$ cat src/rtl/riscv_fetch_pkg.sv
// riscv_fetch_pkg: shared constants and the fetch-queue entry type for the
// instruction fetch unit and its bench.
package riscv_fetch_pkg;
   localparam int XLEN = 32;
   localparam int IMEM_AW = 29;
   localparam logic [XLEN-1:0] RESET_PC_DEFAULT = 32'h0000_0000;
   localparam logic [XLEN-1:0] PC_INC = 32'd4;
   localparam logic [XLEN-1:0] NOP = 32'h0000_0013;

   typedef struct packed {
      logic [XLEN-1:0] instr;
      logic [XLEN-1:0] pc;
   } fetch_entry_t;
endpackage

$ cat src/rtl/fetch_queue.sv
// fetch_queue: 2-entry FIFO of {instr, pc}; flush wins over push/pop, and
// storage is registered so the head never bypasses the memory read data.
module fetch_queue
   import riscv_fetch_pkg::*;
(
   input  logic         clk_i,
   input  logic         rst_ni,
   input  logic         push_i,
   input  fetch_entry_t push_data_i,
   input  logic         pop_i,
   input  logic         flush_i,
   output fetch_entry_t head_o,
   output logic [1:0]   occ_o
);
   fetch_entry_t r_mem [2];
   logic         r_rd;
   logic         r_wr;
   logic [1:0]   r_occ;

   always_ff @(posedge clk_i) begin
      if (!rst_ni) begin
         r_mem[0] <= '0;
         r_mem[1] <= '0;
         r_rd     <= 1'b0;
         r_wr     <= 1'b0;
         r_occ    <= 2'd0;
      end else if (flush_i) begin
         r_rd  <= 1'b0;
         r_wr  <= 1'b0;
         r_occ <= 2'd0;
      end else begin
         if (push_i) begin
            r_mem[r_wr] <= push_data_i;
            r_wr        <= ~r_wr;
         end
         if (pop_i) r_rd <= ~r_rd;
         r_occ <= r_occ + {1'b0, push_i} - {1'b0, pop_i};
      end
   end

   assign head_o = r_mem[r_rd];
   assign occ_o  = r_occ;
endmodule

$ cat src/rtl/instr_fetch_unit.sv
// instr_fetch_unit: owns the fetch PC, tracks the 1-cycle memory read latency
// and feeds decode from a 2-entry queue; redirect flushes queued and in-flight words.
module instr_fetch_unit
   import riscv_fetch_pkg::*;
#(
   parameter logic [XLEN-1:0] RESET_PC  = RESET_PC_DEFAULT,
   parameter int              BUF_DEPTH = 2
) (
   input  logic                clk_i,
   input  logic                rst_ni,
   output logic [IMEM_AW-1:0]  mem_addr_o,
   input  logic [XLEN-1:0]     mem_instr_i,
   output logic [XLEN-1:0]     instr_o,
   output logic [XLEN-1:0]     pc_o,
   output logic                valid_o,
   input  logic                ready_i,
   input  logic                redirect_i,
   input  logic [XLEN-1:0]     redirect_pc_i
);
   localparam logic [1:0] DEPTH = BUF_DEPTH[1:0];

   logic [XLEN-1:0] r_pc;
   logic [XLEN-1:0] r_inflight_pc;
   logic            r_inflight;
   logic            r_kill;
   logic [1:0]      w_occ;
   logic [1:0]      w_cnt;
   logic            w_pop;
   logic            w_push;
   logic            w_issue;
   logic            w_unused;
   fetch_entry_t    w_head;

   // occupancy plus the word still in flight must never exceed the queue depth
   assign w_cnt    = w_occ + {1'b0, r_inflight};
   assign valid_o  = (w_occ != 2'd0);
   assign w_pop    = valid_o & ready_i;
   assign w_issue  = !redirect_i && ((w_cnt < DEPTH) || (w_cnt == DEPTH && w_pop));
   assign w_push   = r_inflight & ~r_kill & ~redirect_i;
   assign w_unused = &{1'b0, redirect_pc_i[1:0]};

   assign mem_addr_o = r_pc[IMEM_AW+1:2];
   assign instr_o    = w_head.instr;
   assign pc_o       = w_head.pc;

   always_ff @(posedge clk_i) begin
      if (!rst_ni) begin
         r_pc          <= RESET_PC;
         r_inflight_pc <= '0;
         r_inflight    <= 1'b0;
         r_kill        <= 1'b0;
      end else begin
         r_inflight <= w_issue;
         r_kill     <= redirect_i & r_inflight;
         if (redirect_i) begin
            r_pc <= {redirect_pc_i[XLEN-1:2], 2'b00};
         end else if (w_issue) begin
            r_pc          <= r_pc + PC_INC;
            r_inflight_pc <= r_pc;
         end
      end
   end

   fetch_queue u_queue (
      .clk_i       (clk_i),
      .rst_ni      (rst_ni),
      .push_i      (w_push),
      .push_data_i ('{instr: mem_instr_i, pc: r_inflight_pc}),
      .pop_i       (w_pop),
      .flush_i     (redirect_i),
      .head_o      (w_head),
      .occ_o       (w_occ)
   );
endmodule

$ cat config.mk
export PLATFORM = sky130hd
export DESIGN_NAME = instr_fetch_unit
export DESIGN_NICKNAME = d
export VERILOG_FILES = /design/src/rtl/riscv_fetch_pkg.sv /design/src/rtl/fetch_queue.sv /design/src/rtl/instr_fetch_unit.sv
export SDC_FILE = /design/constraint.sdc
export NUM_CORES = 1
export LEC_CHECK = 0
export BUFFER_PORTS_ARGS = -buffer_cell sky130_fd_sc_hd__buf_2
export CORE_MARGIN = 4
export CORE_UTILIZATION = 38
export CTS_CLUSTER_SIZE = 30
export DETAILED_ROUTE_END_ITERATION = 10
export SYNTH_ARGS = -nofsm -noshare
export SYNTH_HDL_FRONTEND = slang
export SYNTH_HIERARCHICAL = 1
export SYNTH_SLANG_ARGS = --single-unit
export TNS_END_PERCENT = 10
$ cat constraint.sdc
create_clock -name clk_i -period 11.7 [get_ports clk_i]
set_input_delay 0 -clock clk_i [delete_from_list [all_inputs] [get_ports clk_i]]
set_output_delay 0 -clock clk_i [all_outputs]
set_load 0.03 [all_outputs]
==> flow_summary.json <==
{
  "status": "finished, final reports clean",
  "post_synth.cell_area_avg_um2": 11.91,
  "yosysTopAreaCell": "edfxtp_1",
  "dp.cells": 1172,
  "die_y_um": 163.2,
  "top_usage_layer": "met2",
  "io_pins": 162,
  "numCtsBuffers": 17,
  "synth_seq_cells": 195,
  "use_met1": 0.2074,
  "fillCellCount": 2160,
  "cts-root-buf": "clkbuf_16",
  "peakVddDrop_v": 0.00008314,
  "hold_slack_ns": 0.1013,
  "hpwlAfterDp_um": 11940,
  "num_rows": 56,
  "synth_area_leaders": "edfxtp_1 42%, dfxtp_1 15%, and3_1 9.2%, mux2_2 5.2%, nand2_1 3.2%",
  "worst_hold_path.num_cells": 4,
  "fin_crit_sh": 0.2073,
  "synth_ff_type": "edfxtp_1",
  "reg2reg_slack_ns": 9.27,
  "startpoint_type": "register",
  "rr_worst_depth": 3,
  "setup_viol": 0,
  "drt-initial-drc-count": 372,
  "grt-ovfl-total": 0,
  "worstSetupEndpointType": "register",
  "clk_pin_slew_ns": 0.08,
  "pre_cts_slack_ns": 9.130,
  "drv_slew": 0,
  "synthCells": 768,
  "ant_nets": 0,
  "portBuffers": 159,
  "cts.repair.resized": 0,
  "synth_warnings": 6,
  "met3_usage": 0.02978,
  "setup_ws_ns": 9.275,
  "fin_crit_ns": 2.425,
  "syn_area_mm2": 0.009149,
  "powerDensity_mw_per_mm2": 137.2,
  "async_flop_share": 0,
  "grt_max_degree": 70,
  "stdcell_count": 1266,
  "finalHoldViolCount": 0,
  "clock_path_buffers": 2,
  "hold_class": "input port to register",
  "nets": 1006,
  "tightest_slew_ns": 1.175,
  "synth.distinct_cells": 48,
  "vias": 6134,
  "synth_enable_flop_cells": 128,
  "wl_um": 20190,
  "area_delta_synth_final_pct": 20.64,
  "max_cap_violations": 0,
  "required_ns": 11.98,
  "routedWlPerCell_um": 15.95,
  "grt_pass1_vias": 6030,
  "diodes": 0,
  "antenna_found_initial": 0,
  "timing.fmax_mhz": 412.3,
  "arrival_ns": 2.70,
  "crit_type": "register to register",
  "clock-skew-final_ns": 0.01555,
  "via_per_inst": 4.845,
  "r2r_end": "u_queue/r_mem[1][44]",
  "met2_usage": 0.2481,
  "dr.pass1.iters": 4,
  "grt_use_total": 0.1523,
  "synth-seq-area-share": 0.5667,
  "yosysTopAreaCellShare": 0.4201,
  "gp_congestion": 0.7434,
  "chipWidth_um": 163.2,
  "cts_tree": "built",
  "finalSetupTns_ns": 0,
  "leakagePower_nw": 4.790,
  "maxSlewHeadroom": 0.2169,
  "clk_latency_ns": 0.43,
  "start_util": 0.3875,
  "drc": 0,
  "dieArea_mm2": 0.02662,
  "grt_setup_unrepaired": "no",
  "htreeDepth": 4,
  "grt_pass1_wl_um": 32260,
  "core_mm2": 0.02361,
  "min_from": "ready_i",
  "drive_gt1_frac": 0.2767,
  "worstPathMaxFanout": 64,
  "clock-sinks": 195,
  "rr_startpoint": "r_inflight",
  "holdPathEnd": "u_queue/r_rd"
}
-- flip-flops by register name, indices dropped and copies added, names as in the netlist, named ones only --
register and count:
u_queue/r_wr 1, u_queue/occ_o 2, r_kill 1, r_pc 30
r_inflight 1, u_queue/r_mem 128, u_queue/r_rd 1, r_inflight_pc 30
-- how the worst max path moves through the flow --
stage,depth (start not counted),end,slack [ns],startpoint
after floorplan,3,u_queue/r_mem[0][0],5.78,r_inflight
after global placement,5,u_queue/r_mem[1][27],9.19,rst_ni
after detailed placement,5,u_queue/r_mem[1][30],9.13,rst_ni
after CTS,4,u_queue/r_mem[0][19],9.22,r_inflight
after global routing,4,u_queue/r_mem[0][51],9.11,r_inflight
final,3,u_queue/r_mem[1][44],9.27,r_inflight
-- cells in the mapped netlist, drive strengths merged (3+ instances only) --
cell    instances
and3          136
edfxtp        128
nand2          78
buf            68
dfxtp          67
mux2           64
a21boi         30
o21ai          29
xnor2          28
a21oi          25
clkbuf         17
nor4           14
nand4           9
nor2            9
nor3            9
inv             8
nand3           8
nand2b          7
and2            6
ha              4
nor2b           4
and4            3
mux2i           3
o22ai           3
-- power by group --
part           internal (mW)  switching, mW
registers              0.761         0.0220
logic                 0.0595         0.0959
clock network          0.322          0.254
total                   1.14          0.372
-- worst max-delay path: stages (launching register included) --
cell     delay [ns]
dfxtp_1        0.36
nor3b_1        0.55
and2_2         1.05
and3_1         0.30
-- logic make-up after synthesis --
kind of cell | count (synthesis) | synth area share
buf+inv | 93 | 0.07248
flops | 195 | 0.5667
simple gates | 286 | 0.1808
other cells | 1 | 0.0004099
fa+ha+maj | 4 | 0.005471
xor+xnor | 30 | 0.03022
mux | 67 | 0.08206
compound gates | 92 | 0.06182
-- per-stage QoR --
stage / util / area, um2 / total power [mW]
2_1_floorplan: - / 9160 / 0.9037
3_3_place_gp: 0.4163 / 9829 / 0.9382
3_5_place_dp: 0.4163 / 9829 / 0.9398
4_1_cts: 0.4674 / 11040 / 1.531
5_1_grt: 0.4674 / 11040 / 1.579
6_report: 0.4674 / 11040 / 1.514
-- final cells by class --
type,count,area [um2],area share
Clock buffer,22,506.7,0.04591
Clock inverter,10,80.08,0.007255
Inverter,8,30.03,0.002721
Multi-Input combinational cell,483,3356,0.3040
Sequential cell,195,5189,0.4701
Tap cell,319,399.1,0.03616
Timing Repair Buffer,229,1476,0.1338
-- cell usage in the layout, fill, tap and decap left out, types with 2 or more instances in the layout --
master / synthesis / final
o21ai_4: 0 / 2
dlygate4sd3_1: 0 / 62
mux2_2: 42 / 42
nand3_1: 8 / 8
nor4_2: 9 / 9
mux2_1: 22 / 22
clkbuf_8: 0 / 2
and2_1: 6 / 5
nor2b_4: 1 / 2
o21ai_1: 3 / 3
ha_1: 4 / 4
mux2i_1: 3 / 3
nor4_1: 5 / 5
nand2b_1: 7 / 7
xnor2_1: 28 / 28
and3_1: 135 / 135
edfxtp_1: 128 / 128
nor3_1: 9 / 9
nand2_1: 78 / 78
o21ai_0: 26 / 24
clkbuf_16: 0 / 19
nor2b_1: 3 / 2
buf_4: 34 / 8
inv_1: 8 / 9
inv_4: 0 / 3
nand4_1: 7 / 7
conb_1: 1 / 4
dfxtp_1: 67 / 66
buf_2: 10 / 159
o22ai_2: 1 / 2
a21boi_1: 30 / 30
a21oi_1: 25 / 25
nor2_1: 9 / 9
inv_6: 0 / 3
and4_4: 2 / 2
-- metal layers --
layer | part of all wire | vias to the layer above
li1 | - | 3083
met1 | 0.47 | 2897
met2 | 0.47 | 137
met3 | 0.043 | 17
met4 | 0.014 | 0
met5 | 0 | -
-- what timing repair did --
action / 4_1_cts / 5_1_grt
setup buffers: 0 / 0
hold buffers: 62 / 0
endpoints found under the setup margin: 0 / 0
endpoints found under the hold margin: 94 / 0
Note: power is estimated with default switching activity, not from simulation.
